==> config.mk <==
export PLATFORM = sky130hd
export DESIGN_NAME = clock_time_ctrl
export DESIGN_NICKNAME = d
export VERILOG_FILES = /design/src/rtl/clock_time_ctrl.sv
export SDC_FILE = /design/constraint.sdc
export NUM_CORES = 1
export LEC_CHECK = 0
export ABC_CLOCK_PERIOD_IN_PS = 2190
export BUFFER_PORTS_ARGS = -buffer_cell sky130_fd_sc_hd__buf_2
export CAP_MARGIN = 10
export CELL_PAD_IN_SITES_DETAIL_PLACEMENT = 1
export CELL_PAD_IN_SITES_GLOBAL_PLACEMENT = 2
export CORE_ASPECT_RATIO = 0.7
export CORE_MARGIN = 2
export CORE_UTILIZATION = 32
export DETAILED_ROUTE_END_ITERATION = 16
export GPL_ROUTABILITY_DRIVEN = 0
export PLACE_DENSITY = 0.78
export SETUP_SLACK_MARGIN = 0.02
export SLEW_MARGIN = 10
export SYNTH_ARGS = -nofsm -noshare
export SYNTH_HDL_FRONTEND = slang
export SYNTH_SLANG_ARGS = --single-unit
==> constraint.sdc <==
create_clock -name CP -period 2.19 [get_ports CP]
set_input_delay 0.219 -clock CP [delete_from_list [all_inputs] [get_ports CP]]
set_output_delay 0.219 -clock CP [all_outputs]
set_load 0.02 [all_outputs]
==> src/rtl/clock_time_ctrl.sv <==
// rtl/clock_time_ctrl.sv - BCD timekeeping and time-setting controller
//
// Purpose: owns the BCD hour/minute/second registers, advances them from a
// 1 Hz tick in RUN, sequences the SET_HR / SET_MIN user modes from two
// debounced key pulses, and drives blink flags and a minute-rollover pulse.
//
// Ports:
//   CP        in   system clock, all state on posedge
//   reset     in   synchronous active-high reset
//   tick_1hz  in   one-cycle pulse per second
//   key_mode  in   one-cycle pulse, advances RUN -> SET_HR -> SET_MIN -> RUN
//   key_inc   in   one-cycle pulse, increments the field being set
//   hour      out  BCD hour   [7:4] tens, [3:0] units
//   minute    out  BCD minute
//   second    out  BCD second
//   mode      out  00 RUN, 01 SET_HR, 10 SET_MIN
//   blink_hr  out  blank hour digits this phase
//   blink_min out  blank minute digits this phase
//   min_pulse out  one-cycle pulse on minute rollover in RUN
module clock_time_ctrl #(
    parameter int HOUR_MAX = 23
) (
    input  logic       CP,
    input  logic       reset,
    input  logic       tick_1hz,
    input  logic       key_mode,
    input  logic       key_inc,
    output logic [7:0] hour,
    output logic [7:0] minute,
    output logic [7:0] second,
    output logic [1:0] mode,
    output logic       blink_hr,
    output logic       blink_min,
    output logic       min_pulse
);

    typedef enum logic [1:0] {
        MODE_RUN     = 2'b00,
        MODE_SET_HR  = 2'b01,
        MODE_SET_MIN = 2'b10,
        MODE_BAD     = 2'b11
    } mode_e;

    localparam logic [7:0] HOUR_MAX_BCD = 8'(((HOUR_MAX / 10) * 16) + (HOUR_MAX % 10));

    // Increment a two-digit BCD value, wrapping to 00 once max_v is reached.
    // The >= keeps the register in range even if it somehow starts above max.
    function automatic logic [7:0] bcd_inc(input logic [7:0] v, input logic [7:0] max_v);
        logic [7:0] r;
        if (v >= max_v) begin
            r = 8'h00;
        end else if (v[3:0] >= 4'd9) begin
            r = {v[7:4] + 4'd1, 4'd0};
        end else begin
            r = {v[7:4], v[3:0] + 4'd1};
        end
        return r;
    endfunction

    logic [7:0] hour_q, hour_d;
    logic [7:0] minute_q, minute_d;
    logic [7:0] second_q, second_d;
    mode_e      mode_q, mode_d;
    logic       phase_q, phase_d;
    logic       blink_hr_q, blink_hr_d;
    logic       blink_min_q, blink_min_d;
    logic       min_pulse_q, min_pulse_d;

    always_comb begin
        hour_d      = hour_q;
        minute_d    = minute_q;
        second_d    = second_q;
        mode_d      = mode_q;
        phase_d     = phase_q;
        min_pulse_d = 1'b0;

        case (mode_q)
            MODE_RUN: begin
                // Full carry chain resolves in one cycle (23:59:59 -> 00:00:00).
                if (tick_1hz) begin
                    second_d = bcd_inc(second_q, 8'h59);
                    if (second_q >= 8'h59) begin
                        minute_d = bcd_inc(minute_q, 8'h59);
                        if (minute_q >= 8'h59) begin
                            hour_d      = bcd_inc(hour_q, HOUR_MAX_BCD);
                            min_pulse_d = 1'b1;
                        end
                    end
                end
                // Tick and mode key together: time still advances above.
                if (key_mode) begin
                    mode_d  = MODE_SET_HR;
                    phase_d = 1'b0;
                end
            end

            MODE_SET_HR: begin
                // Mode change beats key_inc; key_inc beats the blink toggle.
                if (key_mode) begin
                    mode_d  = MODE_SET_MIN;
                    phase_d = 1'b0;
                end else if (key_inc) begin
                    hour_d  = bcd_inc(hour_q, HOUR_MAX_BCD);
                    phase_d = 1'b0;
                end else if (tick_1hz) begin
                    phase_d = ~phase_q;
                end
            end

            MODE_SET_MIN: begin
                if (key_mode) begin
                    mode_d   = MODE_RUN;
                    second_d = 8'h00;
                    phase_d  = 1'b0;
                end else if (key_inc) begin
                    // Manual wrap has no carry into hour and no min_pulse.
                    minute_d = bcd_inc(minute_q, 8'h59);
                    phase_d  = 1'b0;
                end else if (tick_1hz) begin
                    phase_d = ~phase_q;
                end
            end

            default: begin
                // Unreachable encoding: recover to RUN, time left untouched.
                mode_d  = MODE_RUN;
                phase_d = 1'b0;
            end
        endcase

        blink_hr_d  = (mode_d == MODE_SET_HR) && phase_d;
        blink_min_d = (mode_d == MODE_SET_MIN) && phase_d;
    end

    always_ff @(posedge CP) begin
        if (reset) begin
            hour_q      <= 8'h00;
            minute_q    <= 8'h00;
            second_q    <= 8'h00;
            mode_q      <= MODE_RUN;
            phase_q     <= 1'b0;
            blink_hr_q  <= 1'b0;
            blink_min_q <= 1'b0;
            min_pulse_q <= 1'b0;
        end else begin
            hour_q      <= hour_d;
            minute_q    <= minute_d;
            second_q    <= second_d;
            mode_q      <= mode_d;
            phase_q     <= phase_d;
            blink_hr_q  <= blink_hr_d;
            blink_min_q <= blink_min_d;
            min_pulse_q <= min_pulse_d;
        end
    end

    assign hour      = hour_q;
    assign minute    = minute_q;
    assign second    = second_q;
    assign mode      = mode_q;
    assign blink_hr  = blink_hr_q;
    assign blink_min = blink_min_q;
    assign min_pulse = min_pulse_q;

endmodule
# Word level (Yosys, flattened, before mapping)

Cells that the tools add are included.

Logic and storage cells: 79
Output and inout bits: 29
Bits of input ports: 5
Register bits after elaboration: 30

Add/sub/neg operators: 6
Bitwise logic cells: 4
Order comparisons: 6
Reduce and logical (&&, ||, !) cells: 11
Muxes and demuxes: 30
Equality and inequality tests: 13

Operator list:

| operator                                                               | number |
|---|---|
| 8-bit 2-to-1 mux                                                       | 17 |
| 8-bit one-hot mux with 2 select lines                                  | 3 |
| 4-bit by 1-bit adder with 4-bit output (second input constant)         | 6 |
| 8-bit by 7-bit >= comparator with 1-bit output (second input constant) | 2 |
| 2-bit != test (second input constant)                                  | 8 |
| 4-bit >= comparator (second input constant)                            | 3 |
| 8-bit by 6-bit >= comparator with 1-bit output (second input constant) | 1 |
| 2-bit 2-to-1 mux                                                       | 3 |
| 2-bit one-hot mux with 3 select lines                                  | 1 |
| 6-bit AND reduction                                                    | 1 |
| 1-bit 2-to-1 mux                                                       | 5 |
| 5-bit AND reduction                                                    | 1 |
| 2-bit by 1-bit == test with 1-bit output (second input constant)       | 2 |
| 2-bit == test (second input constant)                                  | 2 |
| 1-bit NOT                                                              | 4 |
| 4-bit AND reduction                                                    | 1 |
| 2-bit nonzero test                                                     | 2 |
| 4-bit OR reduction                                                     | 1 |
| 3-bit != test (second input constant)                                  | 1 |
| 3-bit AND reduction                                                    | 1 |
| 1-bit logical AND                                                      | 2 |
| 2-bit zero test                                                        | 1 |
| 1-bit one-hot mux with 2 select lines                                  | 1 |
| 2-bit OR reduction                                                     | 1 |

# Longest topological paths before layout

Depth after elaboration: 7
Depth in mapped cells: 9
Mapped depth without buffers: 7

# Worst setup path after synthesis

Ideal clock, no wire load.

Path kind: reg-to-reg
Start: register second_q[0] (netlist: second[0])
End: register hour_q[4] (netlist: hour[4])
Stages on the path, launching flop included: 9
Data arrival time: 2060 ps
Library setup time: 116 ps
Buffers on the path: 1
Slack: 14 ps
Required time: 2074 ps
Period minus slack after synthesis: 2176 ps
Cells stage by stage: dfxtp_1 -> inv_1 -> ha_1 -> nor3b_1 -> o211a_1 -> a211o_1 -> buf_6 -> or2_1 -> a31o_1

Cells in the longest elaborated chain, start to end: 3

RTL lines:

| item                                           | RTL line | text |
|---|---|---|
| start, declared                                | 62       | `logic [7:0] second_q, second_d;` |
| start signal, assigned                         | 148      | `second_q <= second_d;` |
| 8-bit by 7-bit >= comparator with 1-bit output | 82       | `if (second_q >= 8'h59) begin` |
| 2-bit != test (no line)                        | -        |  |
| 6-bit AND reduction (no line)                  | -        |  |
| end signal, assigned                           | 146      | `hour_q <= hour_d;` |
| end, declared                                  | 60       | `logic [7:0] hour_q, hour_d;` |

No other way between the ends.
A chain may end at the register's enable or synchronous reset.

# Worst setup path after layout

Start: register second_q[1] (netlist: second[1])
End: register hour_q[4] (netlist: hour[4])

The elaborated chain is that of the path after synthesis.

==> results_dict.tcl <==
set metrics [dict create \
    power.internal_w 0.000916 \
    yosysMostFrequentCell "dfxtp_1" \
    crit_cells 7 \
    worst_pin_slew_ns 0.566 \
    initial_core_util_pct 33.0 \
    p_seq_share_pct 44.5 \
    cp.buffers_inverters 1 \
    netlist_instances 195 \
    cts_hold_buf 0 \
    cts_buffers 5 \
    maxCapViolations 0 \
    antenna_found_initial 0 \
    clkPwrFrac_pct 36.0 \
    r2r_slack_ns 0.15 \
    drtIter0Drc 43 \
    clock.fmax_mhz 489 \
    drtPass1Iterations 4 \
    clk_latency_ns 0.28 \
    r2r-start "second[1]$_SDFFE_PP0P_" \
    hold_path_class "primary input to flop" \
    final_area_mm2 0.00216 \
    swShare_pct 29.0 \
    status "completed" \
    finalHoldViolations 0 \
    htree_levels 2 \
    cp_cell_sequence "inv_1 -> ha_1 -> nor3b_1 -> o211a_1 -> a211o_1 -> or2_1 -> a31o_1" \
    core_area_mm2 0.00523 \
    relSlewSlack_pct 62.3 \
    cts_tree "built" \
    drc 0 \
    synth-edff-count 0 \
    cts_root_buf "clkbuf_8" \
    cts_sinks 30 \
    clk_path_buf_depth 2 \
    routed_wirelength_mm 4.56 \
    cp_max_fo 5 \
    vias 1586 \
    syn_nets 219 \
    grt_pass1_wl_mm 7.48 \
    grt_usage_pct 15.9 \
    crit_path_end "hour[4]$_SDFFE_PP0P_" \
    io_pins 34 \
    combPwrFrac_pct 19.6 \
    finalCriticalPeriod_ns 2.04 \
    port_buffers 33 \
    finClkSkew_ns 0.00484 \
    die_y_um 65.4 \
    pre_cts_slack_ns 0.0124 \
    cp.arrival_ns 2.22 \
    die_width_um 91.7 \
    grt_pass1_vias 1525 \
    final_util_pct 41.4 \
    n_fill_cell 650 \
    critPathLaunch "second[1]$_SDFFE_PP0P_" \
    die-area_mm2 0.00600 \
    wire_per_inst_um 14.4 \
    synthTopCellsByCount "dfxtp_1, inv_1, ha_1" \
    drive_gt1_share_pct 27.8 \
    synth_area_leader_cell "dfxtp_1" \
    ir_worst_vdd_mv 0.211 \
    ys_async_sr_fraction_pct 0 \
    synth_cell_types 50 \
    syn2layout_area_growth_pct 25.5 \
    crit_family "compound AO/OA/AOI/OAI gates" \
    p_switching_w 0.000373 \
    netlist.area_leader.share_pct 34.8 \
    setup_viol 0 \
    syn_avg_cell_area_um2 8.84 \
    worst_slack_ns 0.147 \
    finalSetupTns_ns 0 \
    leakage_nw 0.970 \
    dpl_cell_area_mm2 0.00204 \
    synth_area_mm2 0.00172 \
    rsz0062_at_grt "false" \
    ant_nets 0 \
    grt_overflow 0 \
    endpoint_kind "flop" \
    ys_warn_count 0 \
    n_antenna_cell 0 \
    critPathKind "flop to flop" \
    critPathSlowestCell "dfxtp_1" \
    cellPowerDensity_mw_per_mm2 596 \
    ys_seq_area_share_pct 34.8 \
    synthTopCellsByArea "dfxtp_1, ha_1, inv_1" \
    synth-seq-cells 30 \
    r2r_end "hour[4]$_SDFFE_PP0P_" \
    cts.clk_slew.worst_paths_ns 0.07 \
    avgViaCountPerCell 5.00 \
    rows 22 \
    cp-start-kind "flop" \
    finalCritPeriodShare_pct 93.3 \
    post-dp-hpwl_mm 3.31 \
    rr_worst_depth 7 \
    grt_start_max_net_pins 28 \
    cpPeakStageDelay_ns 0.39 \
    nets 268 \
    maxSlewViolCount 0 \
    synth-main-ff-cell "dfxtp_1" \
    required_ns 2.37 \
]
## layer usage
metal / GRT usage, % / share of wire (%)
met1: 24.0 / 56
met2: 21.5 / 39
met3: 3.67 / 3.7
met4: 6.16 / 1.3
met5: 0 / 0
## power by group through the flow
stage / clock [W] / sequential, W / combinational (W)
final: 0.000464 / 0.000573 / 0.000252
after global routing: 0.000504 / 0.000575 / 0.000281
after CTS: 0.000479 / 0.000573 / 0.000244
after detailed placement: 0 / 0.000586 / 0.000242
after global placement: 0 / 0.000585 / 0.000240
after floorplan: 0 / 0.000601 / 0.000140
## how the worst min path moves through the flow
stage | end | start | slack (ns) | depth (start not counted)
finish | phase_q$_SDFF_PP0_ | key_mode | 0.30 | 3
CTS | min_pulse$_SDFF_PP0_ | tick_1hz | 0.30 | 3
floorplan | min_pulse$_SDFF_PP0_ | tick_1hz | 0.37 | 2
global placement | second[2]$_SDFFE_PP0P_ | second[2]$_SDFFE_PP0P_ | 0.49 | 2
global route | min_pulse$_SDFF_PP0_ | tick_1hz | 0.31 | 3
detailed placement | second[2]$_SDFFE_PP0P_ | second[2]$_SDFFE_PP0P_ | 0.50 | 2
## cell usage in the layout (no fill, tap or decap), types with 2 or more instances in the layout
| cell type | count |
|---|---|
| a21oi_1 | 12 |
| or4_1 | 2 |
| nor4_1 | 2 |
| or3_1 | 2 |
| a21o_1 | 4 |
| a31o_1 | 2 |
| ha_1 | 18 |
| nand3_1 | 7 |
| nand2_1 | 5 |
| nor3_1 | 7 |
| nand3b_1 | 3 |
| xor2_1 | 2 |
| o31ai_1 | 2 |
| inv_1 | 21 |
| clkbuf_8 | 6 |
| mux2i_1 | 6 |
| dfxtp_1 | 29 |
| nor3b_1 | 3 |
| buf_4 | 14 |
| nor2_1 | 16 |
| o21ai_0 | 8 |
| a211oi_1 | 3 |
| buf_2 | 33 |
| and3_2 | 2 |
| a41oi_1 | 3 |
| o32ai_1 | 3 |
## worst min-delay path: cells and delay by family
family | cells | cell delay (ns)
AND/OR/NAND/NOR | 1 | 0.15
buffers and inverters | 2 | 0.17
## flip-flops by register name (all words and copies together), names as in the netlist
register / cells
min_pulse: 1
mode: 2
phase_q: 1
second: 8
blink_hr: 1
hour: 8
blink_min: 1
minute: 8
## what timing repair did
item                                    in CTS  in global routing
cloned                                       0                  1
gates resized for setup                      1                  3
buffers inserted                             0                  1
pin swaps                                    0                  1
endpoints found under the setup margin       1                  9
## layout make-up
cell class	count	area [um^2]	area share, %
well taps	72	90.1	4.16
flip-flops and latches	30	602	27.8
clock buffers	7	86.3	3.99
multi-input cells	139	1030	47.7
inverters	21	78.8	3.64
repair buffers	47	270	12.5
clock inverters	1	5.00	0.231
## cell families after synthesis
group,count (synthesis),share of synthesized area (%)
multiplexers,7,4.14
buffers and inverters,27,6.60
flip-flops,30,34.8
adder cells (fa/ha/maj),19,13.8
AND/OR/NAND/NOR,61,19.9
AO/OA/AOI/OAI,48,19.2
XOR/XNOR,3,1.52
## stage by stage
step	cells	hold WS (ns)	total power, W
3_5_place_dp	307	0.499	0.000827
4_1_cts	315	0.296	0.00130
5_1_grt	317	0.310	0.00136
6_report	317	0.301	0.00129
3_3_place_gp	307	0.491	0.000825
2_1_floorplan	195	0.375	0.000741
No activity file was read; power rests on OpenSTA's default activity.
